[src/rtl/ldtu_ififo_gsel.sv]
// ldtu_ififo_gsel: lookahead FIFO with g1/g10 gain selection feeding the LiTe-DTU encoder.
// Samples are delayed by LOOK valid samples so that a saturation seen at the input can
// switch the emitted gain to g1 for the LOOK samples before it and WINDOW_len samples after.
// Optional feature: define LDTU_GSEL_SATCNT_EN to enable the saturation event counter on
// sat_cnt; when it is undefined, sat_cnt is tied to zero.
module ldtu_ififo_gsel #(
    parameter int unsigned NBITS = 12,
    parameter int unsigned DEPTH = 16,
    parameter int unsigned WIN_W = 5
) (
    input  logic                     CLK_,
    input  logic                     reset_,
    input  logic                     in_valid,
    input  logic [NBITS-1:0]         DATA_gain_01,
    input  logic [NBITS-1:0]         DATA_gain_10,
    input  logic [NBITS-1:0]         SATURATION_value,
    input  logic [1:0]               shift_gain_10,
    input  logic [1:0]               GAIN_SEL_MODE,
    input  logic [WIN_W-1:0]         WINDOW_len,
    input  logic [$clog2(DEPTH)-1:0] LOOKAHEAD,
    output logic [NBITS:0]           DATA_to_enc,
    output logic                     out_valid,
    output logic                     baseline_flag,
    output logic [15:0]              sat_cnt
);
    localparam int unsigned AW = $clog2(DEPTH);

    typedef enum logic [1:0] {StFill, StRunG10, StRunG1} state_e;

    state_e           state_q, state_d;
    logic [NBITS-1:0] mem_g1  [DEPTH];
    logic [NBITS-1:0] mem_g10 [DEPTH];
    logic [AW-1:0]    wptr, rptr, fill, look;
    logic [NBITS-1:0] sat_val;
    // Saturation window is split in two phases: la_cnt covers the samples still in the
    // lookahead span (older than the saturating one), hold_cnt the WINDOW_len samples after.
    logic [AW-1:0]    la_cnt, la_d;
    logic [WIN_W-1:0] hold_cnt, hold_d;

    logic [NBITS-1:0] g10_shift;
    logic             auto_mode, sat_in, running, emit, pending, sel_g1;
    logic [NBITS:0]   rd_word;
    logic [AW-1:0]    fill_inc;

    assign g10_shift = DATA_gain_10 >> shift_gain_10;
    assign auto_mode = ~GAIN_SEL_MODE[1];
    assign sat_in    = in_valid & auto_mode & (g10_shift >= sat_val);
    assign running   = (state_q != StFill);
    assign emit      = in_valid & running;
    assign pending   = (la_cnt != '0) | (hold_cnt != '0);
    assign sel_g1    = auto_mode ? (sat_in | pending) : GAIN_SEL_MODE[0];
    assign rd_word   = sel_g1 ? {1'b1, mem_g1[rptr]} : {1'b0, mem_g10[rptr]};
    assign fill_inc  = fill + 1'b1;

    // Window counters: retrigger on saturation, count down on valid samples, clear when forced
    always_comb begin
        la_d   = la_cnt;
        hold_d = hold_cnt;
        if (!auto_mode) begin
            la_d   = '0;
            hold_d = '0;
        end else if (sat_in) begin
            la_d   = look;
            hold_d = WINDOW_len;
        end else if (in_valid) begin
            // The lookahead part also drains during fill so a saturation inside the first
            // LOOK samples covers exactly the samples that precede it.
            if (la_cnt != '0) begin
                la_d = la_cnt - 1'b1;
            end else if (running && (hold_cnt != '0)) begin
                hold_d = hold_cnt - 1'b1;
            end
        end
    end

    // Next-state: FILL until LOOK samples are buffered, then track the last emitted gain
    always_comb begin
        state_d = state_q;
        unique case (state_q)
            StFill: begin
                if (in_valid && (fill_inc == look)) begin
                    state_d = ((la_d != '0) || (hold_d != '0)) ? StRunG1 : StRunG10;
                end
            end
            StRunG10, StRunG1: begin
                if (emit) begin
                    state_d = sel_g1 ? StRunG1 : StRunG10;
                end
            end
            default: state_d = StFill;
        endcase
    end

    // FSM state register
    always_ff @(posedge CLK_) begin
        if (!reset_) begin
            state_q <= StFill;
        end else begin
            state_q <= state_d;
        end
    end

    // Pointers, fill level, threshold, window counters and the latched lookahead
    always_ff @(posedge CLK_) begin
        if (!reset_) begin
            wptr     <= '0;
            rptr     <= '0;
            fill     <= '0;
            look     <= (LOOKAHEAD == '0) ? AW'(1) : LOOKAHEAD;
            sat_val  <= '1;
            la_cnt   <= '0;
            hold_cnt <= '0;
        end else begin
            sat_val  <= SATURATION_value >> shift_gain_10;
            la_cnt   <= la_d;
            hold_cnt <= hold_d;
            if (in_valid) begin
                wptr <= wptr + 1'b1;
                if (running) begin
                    rptr <= rptr + 1'b1;
                end else begin
                    fill <= fill_inc;
                end
            end
        end
    end

    // Sample buffers: both gains written together at the shared write pointer
    always_ff @(posedge CLK_) begin
        if (!reset_) begin
            for (int unsigned i = 0; i < DEPTH; i++) begin
                mem_g1[i]  <= '0;
                mem_g10[i] <= '0;
            end
        end else if (in_valid) begin
            mem_g1[wptr]  <= DATA_gain_01;
            mem_g10[wptr] <= g10_shift;
        end
    end

    // Output register: updated only when a sample is emitted, otherwise held
    always_ff @(posedge CLK_) begin
        if (!reset_) begin
            DATA_to_enc   <= '0;
            out_valid     <= 1'b0;
            baseline_flag <= 1'b1;
        end else begin
            out_valid <= emit;
            if (emit) begin
                DATA_to_enc <= rd_word;
                // In automatic mode a g1 sample is never baseline (gain bit included).
                baseline_flag <= auto_mode ? (rd_word[NBITS:6] == '0)
                                           : (rd_word[NBITS-1:6] == '0);
            end
        end
    end

`ifdef LDTU_GSEL_SATCNT_EN
    logic [15:0] sat_cnt_q;
    logic        enter_g1;

    // A g10->g1 change of the emitted gain; retriggers stay in RUN_G1 and are not counted
    assign enter_g1 = (state_d == StRunG1) && (state_q != StRunG1);

    // Saturation event counter, sticks at all ones
    always_ff @(posedge CLK_) begin
        if (!reset_) begin
            sat_cnt_q <= '0;
        end else if (enter_g1 && (sat_cnt_q != 16'hFFFF)) begin
            sat_cnt_q <= sat_cnt_q + 16'd1;
        end
    end

    assign sat_cnt = sat_cnt_q;
`else
    assign sat_cnt = 16'h0000;
`endif

endmodule

[config.mk]
export PLATFORM = sky130hd
export DESIGN_NAME = ldtu_ififo_gsel
export DESIGN_NICKNAME = d
export VERILOG_FILES = /design/src/rtl/ldtu_ififo_gsel.sv
export SDC_FILE = /design/constraint.sdc
export NUM_CORES = 1
export LEC_CHECK = 0
export ABC_CLOCK_PERIOD_IN_PS = 5200
export BUFFER_PORTS_ARGS = -buffer_cell sky130_fd_sc_hd__buf_2
export CAP_MARGIN = 15
export CELL_PAD_IN_SITES_DETAIL_PLACEMENT = 0
export CELL_PAD_IN_SITES_GLOBAL_PLACEMENT = 1
export CORE_MARGIN = 1.5
export CORE_UTILIZATION = 50
export DETAILED_ROUTE_END_ITERATION = 8
export GPL_TIMING_DRIVEN = 0
export HOLD_SLACK_MARGIN = 0.12
export PLACE_DENSITY_LB_ADDON = 0.1
export SYNTH_ARGS = -nofsm -noshare
export SYNTH_HDL_FRONTEND = slang
export SYNTH_SLANG_ARGS = --single-unit
[constraint.sdc]
create_clock -name CLK_ -period 5.2 [get_ports CLK_]
set_clock_uncertainty 0.15 [all_clocks]
set_input_delay 0.26 -clock CLK_ [delete_from_list [all_inputs] [get_ports CLK_]]
set_output_delay 0.26 -clock CLK_ [all_outputs]
set_load 0.03 [all_outputs]
==> run metrics, run 1 <==
status finished clean; final design utilization 0.593; netlist area before placement 20400 um2; detailed-route wire length per cell 26.6 um; setup repair after global routing missed its margin false; power per standard cell area 371 nW/um2; number of warnings printed during yosys synthesis 0; post-route non-filler standard cell count 2216; number of antenna repair diodes 0; number of port buffers 63; Routed Wire Length between 50000 and 60000 um; vias after detailed routing 13200; number of cell instances on the worst register-to-register path 8; core area 40000 um2; slew at the pin closest to its max-slew limit 1020 ps; final net count roughly 1700; slack of the worst reg-to-reg path between 1000 and 1500 ps; crit end category flop; wire length of the first global-routing pass 86200 um; number of synthesized flops with an enable pin slightly below 400; x dimension of the die 205 um; clock buffer count from CTS 47; worst hold path class input port to flop; Critical Path AT 5160 ps; CTS Buffer Depth 3; largest area contributor in the synthesized netlist edfxtp_1; antenna violations before repair 0; endpoints failing hold 0; floorplan row count 73; clock tree from TritonCTS done; setup violation total in the final timing report 0; Flop pwr share 0.466; CP cell instances clkbuf_1, clkbuf_1, mux2_2, mux2i_1, clkbuf_1, inv_1, ha_1, a2111oi_0, o311ai_1, a21bo_1, buf_6, mux4_2, nor3_2, nor3_1; overflow left after global routing 0; insertion delay of the later-clocked pin in the worst-skew pair 580 ps; final setup TNS 0 ps; Max rail drop VDD 0.265 mV; all-layer global routing usage 0.289; chip height between 200 and 250 um; effective utilization at floorplan 0.511; final routed DRC violation total 0; library cell used as clock root buffer clkbuf_16; cell total after placement 2089; vias in the first global route 13300; violation count after the first detailed-route iteration between 1000 and 1500; most common cell after layout, fill and taps aside edfxtp_1; maximum level of the CTS H-tree 2; main area contributors after synthesis edfxtp_1, mux4_2, and3_1; clock network fraction of design power 0.356; post-detailed-placement half-perimeter wirelength approximately 41000 um; combinational group share of total power 0.178; Max-cap violations 0; sink count of the clock tree 442; Top Ports 83; First-pass DRT Iterations 5; capturing instance or port of the critical path DATA_to_enc[3]; worst setup path start shift_gain_10[1]; net load switching power 2380 uW; post-layout min period 4850 ps; Most used DFF post-synth edfxtp_1; top cell type's share of synthesized area 0.570; proportion of synthesized chip area in sequential cells 0.623; number of synthesized register bits about 440; critical path start-end classification input port to flop; fraction of power spent switching nets 0.270; routability congestion estimate 0.866; required time of the worst setup path around 5500 ps; Crit-path slowest cell mux2i_1; Synth async-reset ratio 0; via density per instance between 5 and 6; final number of max-transition violations 0; longest individual stage delay on the worst path 710 ps; Mapped Cells 1471; FMAX approximately 0.21 GHz; pin count of the biggest net entering global routing 25; share of post-route cells with drive strength above 1 0.194; die area 42100 um2; internal power consumption 6420 uW; number of fill cells 3172; Final ANT Viol Nets 0; leading cell types in the layout, fill and taps excluded edfxtp_1, nor2_1, and3_1, clkbuf_1, mux4_2; post-route clock period utilization 0.932; kind of start point of the critical path input port; Reg clk slew, reported paths 60 ps; CP max FO 10; library cell appearing most often on the critical path clkbuf_1; mean cell area of the mapped netlist roughly 14 um2; Layout Area Growth over Synthesis 16.1%; number of different library cells in the post-synthesis netlist 64; final hold slack ~140 ps; Leakage 0.00949 uW; Max transition margin 0.318; Worst R2R End baseline_flag
-- worst min path at each step --
stage | end | slack [ps] | from | cells past startpoint
after floorplan | sat_val[11] | 220 | SATURATION_value[11] | 2
after global placement | fill[1] | 320 | fill[1] | 2
after detailed placement | baseline_flag | 340 | baseline_flag | 2
after CTS | la_cnt[2] | 180 | in_valid | 6
after global routing | mem_g10[3][0] | 200 | DATA_gain_10[1] | 4
final | mem_g10[0][0] | 140 | DATA_gain_10[0] | 5
-- cells in the mapped netlist, types with 15 or more instances --
master,number
dfxtp_1,54
inv_1,34
nand2_1,57
clkbuf_1,113
nor2_1,230
edfxtp_1,388
ha_1,22
and3_1,194
a21oi_1,15
buf_4,21
mux4_2,110
mux2i_1,26
-- sequential cells by signal (all words and copies together), names as in the netlist, named ones only --
| name | count |
|---|---|
| fill | 4 |
| state_q | 2 |
| mem_g1 | 192 |
| sat_val | 12 |
| rptr | 4 |
| wptr | 4 |
| mem_g10 | 192 |
| baseline_flag | 1 |
| out_valid | 1 |
| hold_cnt | 5 |
| look | 4 |
| la_cnt | 4 |
| DATA_to_enc | 13 |
-- worst max-delay path: cells and delay by family --
kind / cells / cell delay (ps)
adder cells (fa/ha/maj): 1 / 310
AO/OA/AOI/OAI: 3 / 930
buffers and inverters: 5 / 1590
AND/OR/NAND/NOR: 2 / 330
multiplexers: 3 / 1740
-- power groups by stage --
stage	Clock, uW	Sequential [uW]	Combinational, uW
6_report	3130	4100	1570
5_1_grt	3280	4120	1670
4_1_cts	3160	4100	1570
3_5_place_dp	0	4180	1530
3_3_place_gp	0	4180	1480
2_1_floorplan	0	4220	946
-- routing by layer --
metal / global-route usage / routed length, um / part of all wire
met5: 0 / 0 / 0
met1: 0.395 / 24700 / 0.42
met4: 0.0993 / 1790 / 0.030
met3: 0.0556 / 4470 / 0.076
met2: 0.466 / 28000 / 0.48
-- cell type report --
cell class	instances	area, um2	area share
sequential	442	12700	0.536
multi-input combinational	854	6930	0.292
clock buffer	64	1270	0.0535
timing repair buffer	123	1180	0.0497
buffer	156	719	0.0303
tap	525	657	0.0277
inverter	34	128	0.00538
clock inverter	18	119	0.00501
-- repair_timing --
item | in CTS | in global routing
hold buffers | 45 | 0
setup endpoints to repair | 0 | 9
gates resized for setup | 0 | 2
endpoints found under the hold margin | 95 | 0
buffers inserted | 0 | 0
-- stage by stage --
step / total power, uW / cell area (um2) / worst slack, ps
5_1_grt: 9070 / 23700 / 42.6
3_5_place_dp: 5700 / 21900 / -607
3_3_place_gp: 5650 / 21500 / -522
2_1_floorplan: 5160 / 20500 / 1060
6_report: 8800 / 23700 / 354
4_1_cts: 8820 / 23700 / 88.9
-- logic make-up after synthesis --
kind of cell    count (synthesis)  share of synthesized area
compound gates                 94                     0.0359
flops                         442                      0.623
mux                           150                      0.143
simple gates                  555                      0.136
buf+inv                       190                     0.0414
other cells                     1                   0.000183
xor+xnor                       17                    0.00728
fa+ha+maj                      22                     0.0135
Note: power is estimated with default switching activity, not from simulation.
==> run 2: changes to the inputs <==
CAP_MARGIN = default   (was 15)
CTS_BUF_LIST = sky130_fd_sc_hd__clkbuf_16   (was default)
CTS_CLUSTER_DIAMETER = 60   (was default)
==> run 2 against run 1 <==
Setup slack worse by 88 ps. Non-clock buffer count is 12 lower. Clock power hardly changed. Largest cell class unchanged. Largest power group unchanged. Highest routed layer unchanged.
==> run metrics, run 2 (synthesis gave the netlist of run 1 again) <==
FF-to-FF Start wptr[3]; share of post-route cells with drive strength above 1 0.188 (-0.00621); final design utilization 0.586 (-0.00738); number of port buffers 63 (unchanged); critical path start-end classification input port to flop; flip-flop and latch area 12700 um2 (unchanged); Max-cap violations 0 (unchanged); endpoints failing hold 0 (unchanged); all-layer global routing usage 0.288 (-0.00145); worst hold path class input port to flop; top flop regs mem_g10 (192), mem_g1 (192), DATA_to_enc (13); power per standard cell area 375 nW/um2 (+1.2%); First-pass DRT Iterations 5 (unchanged); longest individual stage delay on the worst path 720 ps (about the same); clock tree from TritonCTS done; kind of start point of the critical path input port; Crit-path slowest cell mux2i_1; FMAX 0.203 GHz (-1.8%); Routed Wire Length 58700 um (-0.44%); effective utilization at floorplan 0.511 (unchanged); capturing instance or port of the critical path DATA_to_enc[3]; Final Power 8790 uW (about the same); leading cell types in the layout, fill and taps excluded edfxtp_1, nor2_1, and3_1, clkbuf_1, mux4_2; library cell used as clock root buffer clkbuf_16; setup repair after global routing missed its margin false; Worst R2R End mem_g1[9][2]; footprint of the multi-input gates 6940 um2 (+0.11%); post-route clock period utilization 0.949 (+0.0168); Final ANT Viol Nets 0 (unchanged); number of fill cells 3207 (+1.1%); cell area after placement 21500 um2 (-1.8%); clock buffer count from CTS 48 (+2.1%); worst setup path start shift_gain_10[1]; crit end category flop; Max rail drop VDD 0.260 mV (-1.6%); antenna violations before repair 1 (+1); library cell appearing most often on the critical path clkbuf_1; Critical Path AT 5240 ps (+80 ps); core area 40000 um2 (unchanged); violation count after the first detailed-route iteration 1424 (-0.14%); number of cell instances on the worst register-to-register path 5 (-3); CTS Buffer Depth 3 (unchanged); CP max FO 10 (unchanged); Top Ports 83 (unchanged); sink count of the clock tree 442 (unchanged); slack of the worst reg-to-reg path 1250 ps (-230 ps); pin count of the biggest net entering global routing 25 (unchanged); via density per instance 5.95 (about the same); final number of max-transition violations 0 (unchanged); post-detailed-placement half-perimeter wirelength 39300 um (-4.1%); Leakage 0.00942 uW (-0.73%); final routed DRC violation total 0 (unchanged); fin area 23400 um2 (-1.2%); routability congestion estimate 0.866 (unchanged); kind of cell adding the most delay to the critical path multiplexers; detailed-route wire length per cell 26.6 um (-0.13%); Max transition margin 0.0578 (-0.260); vias in the first global route 13300 (-0.045%); chip height 205 um (unchanged); required time of the worst setup path 5500 ps (-20 ps); Bufs and invs on worst path 5 (unchanged); x dimension of the die 205 um (unchanged); Layout Area Growth over Synthesis 14.7%; maximum level of the CTS H-tree 2 (unchanged); overflow left after global routing 0 (unchanged); insertion delay of the later-clocked pin in the worst-skew pair 580 ps (about the same); instance count on the critical path 14 (unchanged); wire length of the first global-routing pass 86100 um (-0.12%); final net count 1721 (-0.64%); slew at the pin closest to its max-slew limit 1410 ps (+387 ps); Reg clk slew, reported paths 60 ps (about the same); most common cell after layout, fill and taps aside edfxtp_1; die area 42100 um2 (unchanged); setup violation total in the final timing report 0 (unchanged); post-layout min period 4930 ps (+87.6 ps); CP cell instances clkbuf_1, clkbuf_1, mux2_2, mux2i_1, clkbuf_1, inv_1, ha_1, a2111oi_0, o311ai_1, a21bo_1, buf_6, mux4_2, nor3_2, nor3_1; vias after detailed routing 13100 (-0.30%); status finished clean; floorplan row count 73 (unchanged)
==> run 2: routing by layer <==
layer / routed length, um / GRT usage
met5: 0 / 0
met4: 1810 / 0.108
met3: 4050 / 0.0432
met2: 28100 / 0.464
met1: 24700 / 0.398
==> run 2: what timing repair did <==
item | CTS | global route
endpoints found under the hold margin | 95 | 0
hold buffers | 45 | 0
gates resized for setup | 1 | 1
setup buffers | 0 | 0
gates cloned | 0 | 0
setup endpoints to repair | 1 | 8
==> run 2: layout make-up <==
cell class                      instances  area share
Clock buffer                           49      0.0523
Inverter                               34     0.00544
Multi-Input combinational cell        854       0.296
Buffer                                156      0.0307
Timing Repair Buffer                  111      0.0362
Antenna cell                            1    0.000107
Sequential cell                       442       0.543
Clock inverter                         37     0.00801
Tap cell                              525      0.0280
==> run 2: where the power goes <==
part           switching, uW  internal (uW)
Clock                   1410           1740
Combinational            926            608
Sequential              68.7           4040
Total                   2400           6390
==> run 2: worst register-to-register path: cells and delay by family, from the launching register on <==
family,cells,cell delay (ps)
buffers and inverters,2,860
DFF,1,410
and+or+nand+nor,3,2130
==> run 2: how the worst min path moves through the flow <==
stage | start | to | cells after the start
floorplan | SATURATION_value[11] | sat_val[11] | 2
global placement | fill[1] | fill[1] | 2
detailed placement | fill[1] | fill[1] | 2
CTS | in_valid | la_cnt[2] | 6
global route | DATA_gain_10[0] | mem_g10[5][0] | 5
finish | DATA_gain_10[0] | mem_g10[0][0] | 5
==> run 2: per-stage QoR <==
step | worst slack, ps | hold WS [ps] | setup TNS, ps | cells
CTS | 172 | 182 | 0 | 2206
global route | 42.9 | 192 | 0 | 2208
global placement | -522 | 320 | -6130 | 2074
floorplan | 1060 | 217 | 0 | 1486
finish | 266 | 129 | 0 | 2209
detailed placement | -571 | 328 | -7340 | 2075
